**config.mk**
```make
export PLATFORM = sky130hd
export DESIGN_NAME = out_port_uart
export DESIGN_NICKNAME = d
export VERILOG_FILES = /design/src/rtl/out_uart_pkg.sv /design/src/rtl/out_byte_fifo.sv /design/src/rtl/out_port_uart.sv
export SDC_FILE = /design/constraint.sdc
export NUM_CORES = 1
export LEC_CHECK = 0
export CORE_ASPECT_RATIO = 0.6
export CORE_MARGIN = 8
export CORE_UTILIZATION = 30
export CTS_BUF_LIST = sky130_fd_sc_hd__clkbuf_4 sky130_fd_sc_hd__clkbuf_8
export DETAILED_ROUTE_END_ITERATION = 10
export PLACE_DENSITY_LB_ADDON = 0.12
export SYNTH_ARGS = -nofsm -noshare
export SYNTH_HDL_FRONTEND = slang
export SYNTH_SLANG_ARGS = --single-unit
```
**constraint.sdc**
```tcl
create_clock -name clk -period 2.5 [get_ports clk]
set_clock_uncertainty 0.15 [all_clocks]
set_input_delay 0.5 -clock clk [delete_from_list [all_inputs] [get_ports clk]]
set_output_delay 0.5 -clock clk [all_outputs]
set_load 0.05 [all_outputs]
```
**src/rtl/out_uart_pkg.sv**
```systemverilog
// out_uart_pkg: shared serializer state encoding and frame constants
package out_uart_pkg;
  typedef enum logic [2:0] {IDLE, START, DATA, PARITY, STOP} uart_state_t;
  localparam logic UART_IDLE_LEVEL = 1'b1;
  localparam int UART_DATA_BITS = 8;
endpackage

```
**src/rtl/out_byte_fifo.sv**
```systemverilog
// out_byte_fifo: byte queue with count/full and sticky overflow when a write hits a full queue
module out_byte_fifo #(
  parameter int DEPTH = 8
) (
  input  logic                     clk,
  input  logic                     rst,
  input  logic                     wr_en,
  input  logic [7:0]               wr_data,
  input  logic                     rd_en,
  output logic [7:0]               rd_data,
  output logic [$clog2(DEPTH):0]   count,
  output logic                     full,
  output logic                     overflow
);
  localparam int AW = $clog2(DEPTH);
  localparam int CW = AW + 1;
  logic [7:0] mem [DEPTH];
  logic [AW-1:0] wr_ptr, rd_ptr;
  logic wr, rd;
  assign full = count == CW'(DEPTH);
  assign wr = wr_en && !full;
  assign rd = rd_en && count != '0;
  assign rd_data = mem[rd_ptr];
  always_ff @(posedge clk) begin
    if (wr) mem[wr_ptr] <= wr_data;
  end
  always_ff @(posedge clk) begin
    if (!rst) begin
      wr_ptr <= '0;
      rd_ptr <= '0;
      count <= '0;
      overflow <= 1'b0;
    end else begin
      wr_ptr <= wr ? wr_ptr + 1'b1 : wr_ptr;
      rd_ptr <= rd ? rd_ptr + 1'b1 : rd_ptr;
      count <= count + CW'(wr) - CW'(rd);
      overflow <= overflow | (wr_en && full);
    end
  end
endmodule

```
**src/rtl/out_port_uart.sv**
```systemverilog
// out_port_uart: queues OUT_Port bytes and serializes them 8N1 on tx (even parity with OUT_UART_PARITY_EN)
module out_port_uart
  import out_uart_pkg::*;
#(
  parameter int DEPTH = 8,
  parameter int CLKS_PER_BIT = 868
) (
  input  logic                   clk,
  input  logic                   rst,
  input  logic [7:0]             out_data,
  input  logic                   out_valid,
  output logic                   tx,
  output logic                   tx_busy,
  output logic [$clog2(DEPTH):0] fifo_count,
  output logic                   fifo_full,
  output logic                   overflow
);
  localparam int BW = $clog2(CLKS_PER_BIT);
  localparam logic [BW-1:0] LAST = BW'(CLKS_PER_BIT - 1);
  uart_state_t state, state_d;
  logic [BW-1:0] baud, baud_d;
  logic [2:0] idx, idx_d;
  logic [7:0] sh, sh_d, head;
  logic tx_d, busy_d, pop, bit_end, queued, data_step;
  out_byte_fifo #(.DEPTH(DEPTH)) u_fifo (
    .clk(clk),
    .rst(rst),
    .wr_en(out_valid),
    .wr_data(out_data),
    .rd_en(pop),
    .rd_data(head),
    .count(fifo_count),
    .full(fifo_full),
    .overflow(overflow)
  );
  assign queued = fifo_count != '0;
  assign bit_end = baud == LAST;
  assign data_step = state == DATA && bit_end;
  assign pop = queued && (state == IDLE || (state == STOP && bit_end));
  always_ff @(posedge clk) begin
    if (!rst) begin
      state <= IDLE;
      baud <= '0;
      idx <= '0;
      sh <= '0;
      tx <= UART_IDLE_LEVEL;
      tx_busy <= 1'b0;
    end else begin
      state <= state_d;
      baud <= baud_d;
      idx <= idx_d;
      sh <= sh_d;
      tx <= tx_d;
      tx_busy <= busy_d;
    end
  end
  always_comb begin
    state_d = state;
    case (state)
      IDLE:   state_d = pop ? START : IDLE;
      START:  state_d = bit_end ? DATA : START;
`ifdef OUT_UART_PARITY_EN
      DATA:   state_d = (bit_end && idx == 3'(UART_DATA_BITS - 1)) ? PARITY : DATA;
      PARITY: state_d = bit_end ? STOP : PARITY;
`else
      DATA:   state_d = (bit_end && idx == 3'(UART_DATA_BITS - 1)) ? STOP : DATA;
`endif
      STOP:   state_d = bit_end ? (queued ? START : IDLE) : STOP;
      default: state_d = IDLE;
    endcase
  end
  // shift register rotates, so it holds the original byte again when DATA ends (used for parity)
  always_comb begin
    baud_d = (bit_end || state_d != state || state == IDLE) ? '0 : baud + 1'b1;
    idx_d = data_step ? idx + 1'b1 : idx;
    sh_d = pop ? head : data_step ? {sh[0], sh[7:1]} : sh;
    tx_d = state_d == START ? 1'b0 :
           state_d == DATA ? sh_d[0] :
`ifdef OUT_UART_PARITY_EN
           state_d == PARITY ? ^sh_d :
`endif
           UART_IDLE_LEVEL;
    busy_d = state_d != IDLE;
  end
endmodule
```
* After elaboration in Yosys (flattened, before gate mapping)
Memory sizes are Yosys's and may differ from the RTL's. A register that Yosys moved wholly into a read port is not among the register bits.
Cells that the tools add are included.
** Storage, ports and cells
- Memories :: 1
- Input port bits :: 11
- Latch bits :: 0
- Memory bits (writable) :: 64
- Bits in registers :: 37
- ROM bits :: 0
** Memory list
- u_fifo.mem :: words 8, bits a word 8, read ports 1, clocked after Yosys merged registers in 1, wr ports 1, RTL line out_byte_fifo.sv:17 : logic [7:0] mem [DEPTH];
** Operators by class
- Shift operators :: 0
- Reduce and logical (&&, ||, !) cells :: 16
- Eq/ne operators :: 9
- Divide/modulo/power cells :: 0
- Mux-type cells :: 14
- Magnitude comparators :: 0
- $mul :: 0
- Bitwise gates (word level) :: 2
- Add/subtract/negate cells :: 6
** Operator list (count)
- two-way mux 8 bit :: 2
- two-way mux 3 bit :: 4
- one-hot mux 3 bit (4 select lines) :: 1
- adder 10 x 1 -> 10 bit (second input constant) :: 1
- == test 10 bit (second input constant) :: 1
- adder 3 x 1 -> 3 bit (second input constant) :: 3
- logical AND 1 bit :: 7
- == test 3 x 1 -> 1 bit (second input constant) :: 2
- == test 3 x 2 -> 1 bit (second input constant) :: 2
- == test 3 bit (second input constant) :: 2
- two-way mux 1 bit :: 6
- adder 4 x 1 -> 4 bit :: 1
- == test 4 bit (second input constant) :: 1
- nonzero test 4 bit :: 1
- subtractor 4 x 1 -> 4 bit :: 1
- logical NOT 3 bit :: 1
- logical OR 1 bit :: 3
- != test 3 bit :: 1
- nonzero test 3 bit :: 1
- two-way mux 2 bit :: 1
- nonzero test 2 bit :: 1
- OR reduction 2 bit :: 1
- logical NOT 1 bit :: 1
- inverter 1 bit :: 1
- bitwise OR 1 bit :: 1

* Depth between registers and ports, before layout
- Depth after elaboration :: 10
- Gate-level depth with buffers :: 12

* Cells and area by module
Synthesis repeated with hierarchy kept, for this count alone.
** Unflattened totals
- Cell total of the unflattened synthesis :: 311
- Area total of the unflattened synthesis :: 4519.3 µm²
** Modules (own cells, without submodules)
- out_byte_fifo :: cells each 175, instances 1, area each 3211.8 µm²
- out_port_uart :: cells each 136, instances 1, area each 1307.5 µm²

* Worst setup path before layout
Ideal clock, no wire load.
- Kind :: reg2reg
- Start :: register u_fifo.count[2]
- End :: register u_fifo.count[1]
- Buffers on the path :: 0
- Data arrival time :: 2.682 ns
- Period minus slack after synthesis :: 2.947 ns
- Required time :: 2.235 ns
- Stages on the path, launching flop included :: 11
- Slack :: -0.447 ns
- Cells stage by stage :: dfxtp_1 > inv_1 > ha_1 > a211oi_1 > nand2_1 > inv_1 > ha_1 > inv_1 > ha_1 > fa_1 > and2_1
** RTL lines
- start, declared :: RTL line out_byte_fifo.sv:11 : output logic [$clog2(DEPTH):0] count,
- start signal, assigned :: RTL line out_byte_fifo.sv:36 : count <= count + CW'(wr) - CW'(rd);
- nonzero test 4 bit (*) :: RTL line out_byte_fifo.sv:22, out_port_uart.sv:36
- logical AND 1 bit :: RTL line out_port_uart.sv:39 : assign pop = queued && (state == IDLE || (state == STOP && bit_end));
- logical AND 1 bit (*) :: RTL line out_byte_fifo.sv:22 : assign rd = rd_en && count != '0;
- named net u_fifo.rd :: RTL line out_byte_fifo.sv:19 : logic wr, rd;
- subtractor 4 x 1 -> 4 bit (*) :: RTL line out_byte_fifo.sv:36
Mark *: on every way through the listed nets, which the timed path passes. The rest lies on a longest branch.
A chain may end at the register's enable or synchronous reset.

* Final worst setup path
- Start :: register u_fifo.count[2]
- End :: output port fifo_full
** Between the ends
- Longest elaborated chain between the ends :: 1
** RTL lines
- == test 4 bit :: RTL line out_byte_fifo.sv:20 : assign full = count == CW'(DEPTH);
- end, declared :: RTL line out_port_uart.sv:15 : output logic fifo_full,
Every way passes these cells.

==> reports/metrics.cfg <==
[detailed_routing]
maxUsedRoutingLayer = met4
drt-vias-per-instance = 4.580
drc = 0
drt_wl_total_um = 9230
met1Wirelength_um = 5088
wl_met2_um = 3569
met3_length_um = 467
vias = 2597
drt_iter0_drc = 178
ant_nets = 0
firstDrtPassIters = 4
wire_per_inst_um = 16.28

[yosys]
ys_ff_latch = 104
yosysUniqueCellTypes = 49
synth_area_mm2 = 0.004408
synthArstFlopShare_pct = 0
ys_warn_count = 0
synth_edf_count = 64
synth_fp_nets = 344
netlist_instances = 321
ys_seq_area_share_pct = 61.77
avgSynthCellArea_um2 = 13.73
ys.flop_type = edfxtp_1

[placed_design]
place.gp.congestion = 0.7547
placed_cell_area_mm2 = 0.004971
portBuffers = 18
dp_hpwl_um = 6420

[sta]
max_clock_freq_mhz = 421.5
tns_ns = 0
period_minus_slack_ns = 2.373
setup_viol = 0
hold_violations = 0
worst_hold_slack_ns = 0.3207
grt_setup_unrepaired = no
slew_violations = 0
worstMarginPinSlew_ns = 0.8231
period_share_pct = 94.90
max_slew_margin_pct = 44.88

[hold_path]
min_to = idx[2]$_SDFFE_PN0P_
hold_depth = 2
hp-class = register to register
worstHoldStart = idx[2]$_SDFFE_PN0P_

[critical_path]
cp_cell_sequence = inv_1, ha_1, or3b_2, inv_2, buf_12
r2r_end = u_fifo.count[2]$_SDFF_PN0_
r2r_slack_ns = 0.15
crit_type = register to primary output
critPathMaxStageDelay_ns = 0.52
arrival_ns = 1.72
start_kind = register
r2r-start = u_fifo.count[2]$_SDFF_PN0_
critPathSlowestCell = or3b_2
end_kind = primary output
cp.required_ns = 1.85
crit_fanout = 5
ff2ff_path_depth = 9

[cells_and_area]
multi_input_area_mm2 = 0.001567
synthToLayoutAreaGrowth_pct = 18.22
stdcell_area_mm2 = 0.005211
regArea_mm2 = 0.002735
diodes = 0
drive_above_1_share_pct = 19.78
layout.nets = 387
fillCellCount = 1403

[clocking]
cts_tree = built
cts.clk_slew.worst_paths_ns = 0.10
h-tree-depth = 3
clockRootBuffer = clkbuf_8
clock_latency_ns = 0.37
clock_path_buffers = 2
clock_sinks = 104
cts_made_buffers = 9
ctsHoldBuffers = 0

[power]
p_sw_share_pct = 32.56
p_seq_share_pct = 45.0
combPwrFrac_pct = 32.3
clkPwrFrac_pct = 22.7
leakage_uw = 0.001810
p_per_area_mw_per_mm2 = 921.7
peakVddDrop_uv = 624.1
p_int_uw = 3239
power_switching_uw = 1564

[global_routing]
grt_first_pass_wirelength_um = 14690
overflow = 0
antenna_found_initial = 0
track_usage_pct = 10.42
first_global_vias = 2586
grt_max_degree = 19

[floorplan]
start_util_pct = 30.57
fp.dieH_um = 109.9
pin_count = 19
design.die.area_mm2 = 0.01896
die_x_um = 172.5
placementRows = 34
coreArea_mm2 = 0.01442

[job]
maxCapViolations = 0

[outcome]
status = complete, no violations

metrics by stage:
stage	power [uW]	utilization [%]	instances	setup slack [ns]
after CTS	4860	35.92	566	0.04534
after detailed placement	3743	34.47	550	0.05650
after global placement	3746	34.47	550	0.08521
after global routing	5128	36.14	567	0.0006961
final	4803	36.14	567	0.1275
after floorplan	3291	-	321	0.0001374
placed cells by master, fill, tap and decap left out, types with 2 or more instances in the layout:
cell type	Yosys	routed
xnor2_1	4	4
nor4b_1	2	2
dfxtp_2	0	4
nand2b_1	5	5
and3_1	4	4
mux4_2	8	8
clkdlybuf4s50_1	0	17
edfxtp_1	64	64
nor3_1	13	13
nand2_1	18	16
inv_1	14	12
nand2_2	0	2
dfxtp_4	0	2
clkbuf_8	0	9
inv_8	0	2
xor2_1	8	8
buf_4	3	28
o21ai_0	2	2
a21oi_1	12	11
a32oi_1	2	2
a221o_1	7	7
mux4_1	8	8
nor2_1	30	30
dfxtp_1	40	34
mux2i_1	8	8
inv_2	0	2
clkinv_4	0	2
nor2b_1	7	7
ha_1	11	9
nand3_1	14	14
and2_1	3	3
nand4_1	2	2
per-layer routing:
| layer | vias up | track usage, % |
|---|---|---|
| met5 | - | 0 |
| met4 | 0 | 2.939 |
| met3 | 11 | 3.191 |
| met2 | 42 | 13.65 |
| met1 | 1254 | 15.91 |
| li1 | 1290 | - |
power groups by stage:
stage | Sequential [uW] | Combinational, uW | Clock (uW)
4_1_cts | 2160 | 1560 | 1140
5_1_grt | 2190 | 1740 | 1200
6_report | 2160 | 1550 | 1090
2_1_floorplan | 2300 | 996 | 0
3_3_place_gp | 2190 | 1560 | 0
3_5_place_dp | 2190 | 1550 | 0
cells by family (layout without fill, tap and decap cells):
kind of cell | count (synthesis) | in the layout | synth area share (%)
adder cells (fa/ha/maj) | 12 | 12 | 3.576
buffers and inverters | 28 | 76 | 3.349
AND/OR/NAND/NOR | 106 | 106 | 12.35
flip-flops | 104 | 104 | 61.77
AO/OA/AOI/OAI | 34 | 34 | 5.649
multiplexers | 25 | 25 | 10.93
XOR/XNOR | 12 | 12 | 2.384
what timing repair did:
item | CTS | global route
endpoints found under the setup margin | 0 | 4
buffers inserted | 0 | 1
gates resized for setup | 0 | 9
endpoints found under the hold margin | 0 | 0
area by class of cell:
cell class / instances / share of cell area [%]
flip-flops and latches: 104 / 52.48
multi-input cells: 189 / 30.06
repair buffers: 46 / 7.683
well taps: 198 / 4.754
clock buffers: 10 / 2.521
clock inverters: 6 / 1.489
inverters: 14 / 1.008
worst max-delay path by stage:
stage,cells past startpoint,end,startpoint,slack (ns)
floorplan,10,u_fifo.count[1]$_SDFF_PN0_,u_fifo.count[2]$_SDFF_PN0_,0.0001
global placement,11,u_fifo.count[2]$_SDFF_PN0_,baud[0]$_SDFF_PP0_,0.09
detailed placement,11,u_fifo.count[2]$_SDFF_PN0_,baud[1]$_SDFF_PP0_,0.06
CTS,11,u_fifo.count[2]$_SDFF_PN0_,baud[1]$_SDFF_PP0_,0.05
global route,9,u_fifo.count[2]$_SDFF_PN0_,u_fifo.count[2]$_SDFF_PN0_,0.0007
finish,5,fifo_full,u_fifo.count[2]$_SDFF_PN0_,0.13
registers in the layout, summed over array words and instances, names as in the netlist, 3 cells and up, named ones only:
name	cells
u_fifo.mem	64
baud	10
sh	8
u_fifo.count	4
idx	3
state	3
u_fifo.rd_ptr	3
u_fifo.wr_ptr	3
cells in the mapped netlist, types with 2 or more instances:
cell type  number  area (um2)
nor4b_1         2       17.52
buf_2           6       30.03
nor3_1         13       65.06
nor2_1         30       112.6
mux2i_1         8       80.08
ha_1           11       137.6
nand2b_1        5       31.28
mux4_1          8       210.2
nor2b_1         7       43.79
mux4_2          8       180.2
inv_1          14       52.55
a211oi_1        2       15.01
dfxtp_1        40       800.8
a21oi_1        12       60.06
nand2_1        18       67.56
and2_1          3       18.77
nand4_1         2       12.51
buf_4           3       22.52
o21ai_0         2       10.01
a32oi_1         2       17.52
clkbuf_1        2       7.510
nand3_1        14       70.07
and3_1          4       25.02
xor2_1          8       70.07
a221o_1         7       70.07
xnor2_1         4       35.03
edfxtp_1       64        1922
worst max-delay path, delay by kind of cell, from the launching register on:
| kind | cells | cell delay [ns] |
|---|---|---|
| DFF | 1 | 0.36 |
| and+or+nand+nor | 1 | 0.52 |
| adders and majority gates | 1 | 0.14 |
| buffers and inverters | 3 | 0.33 |
Power figures use the tool's default switching activity.
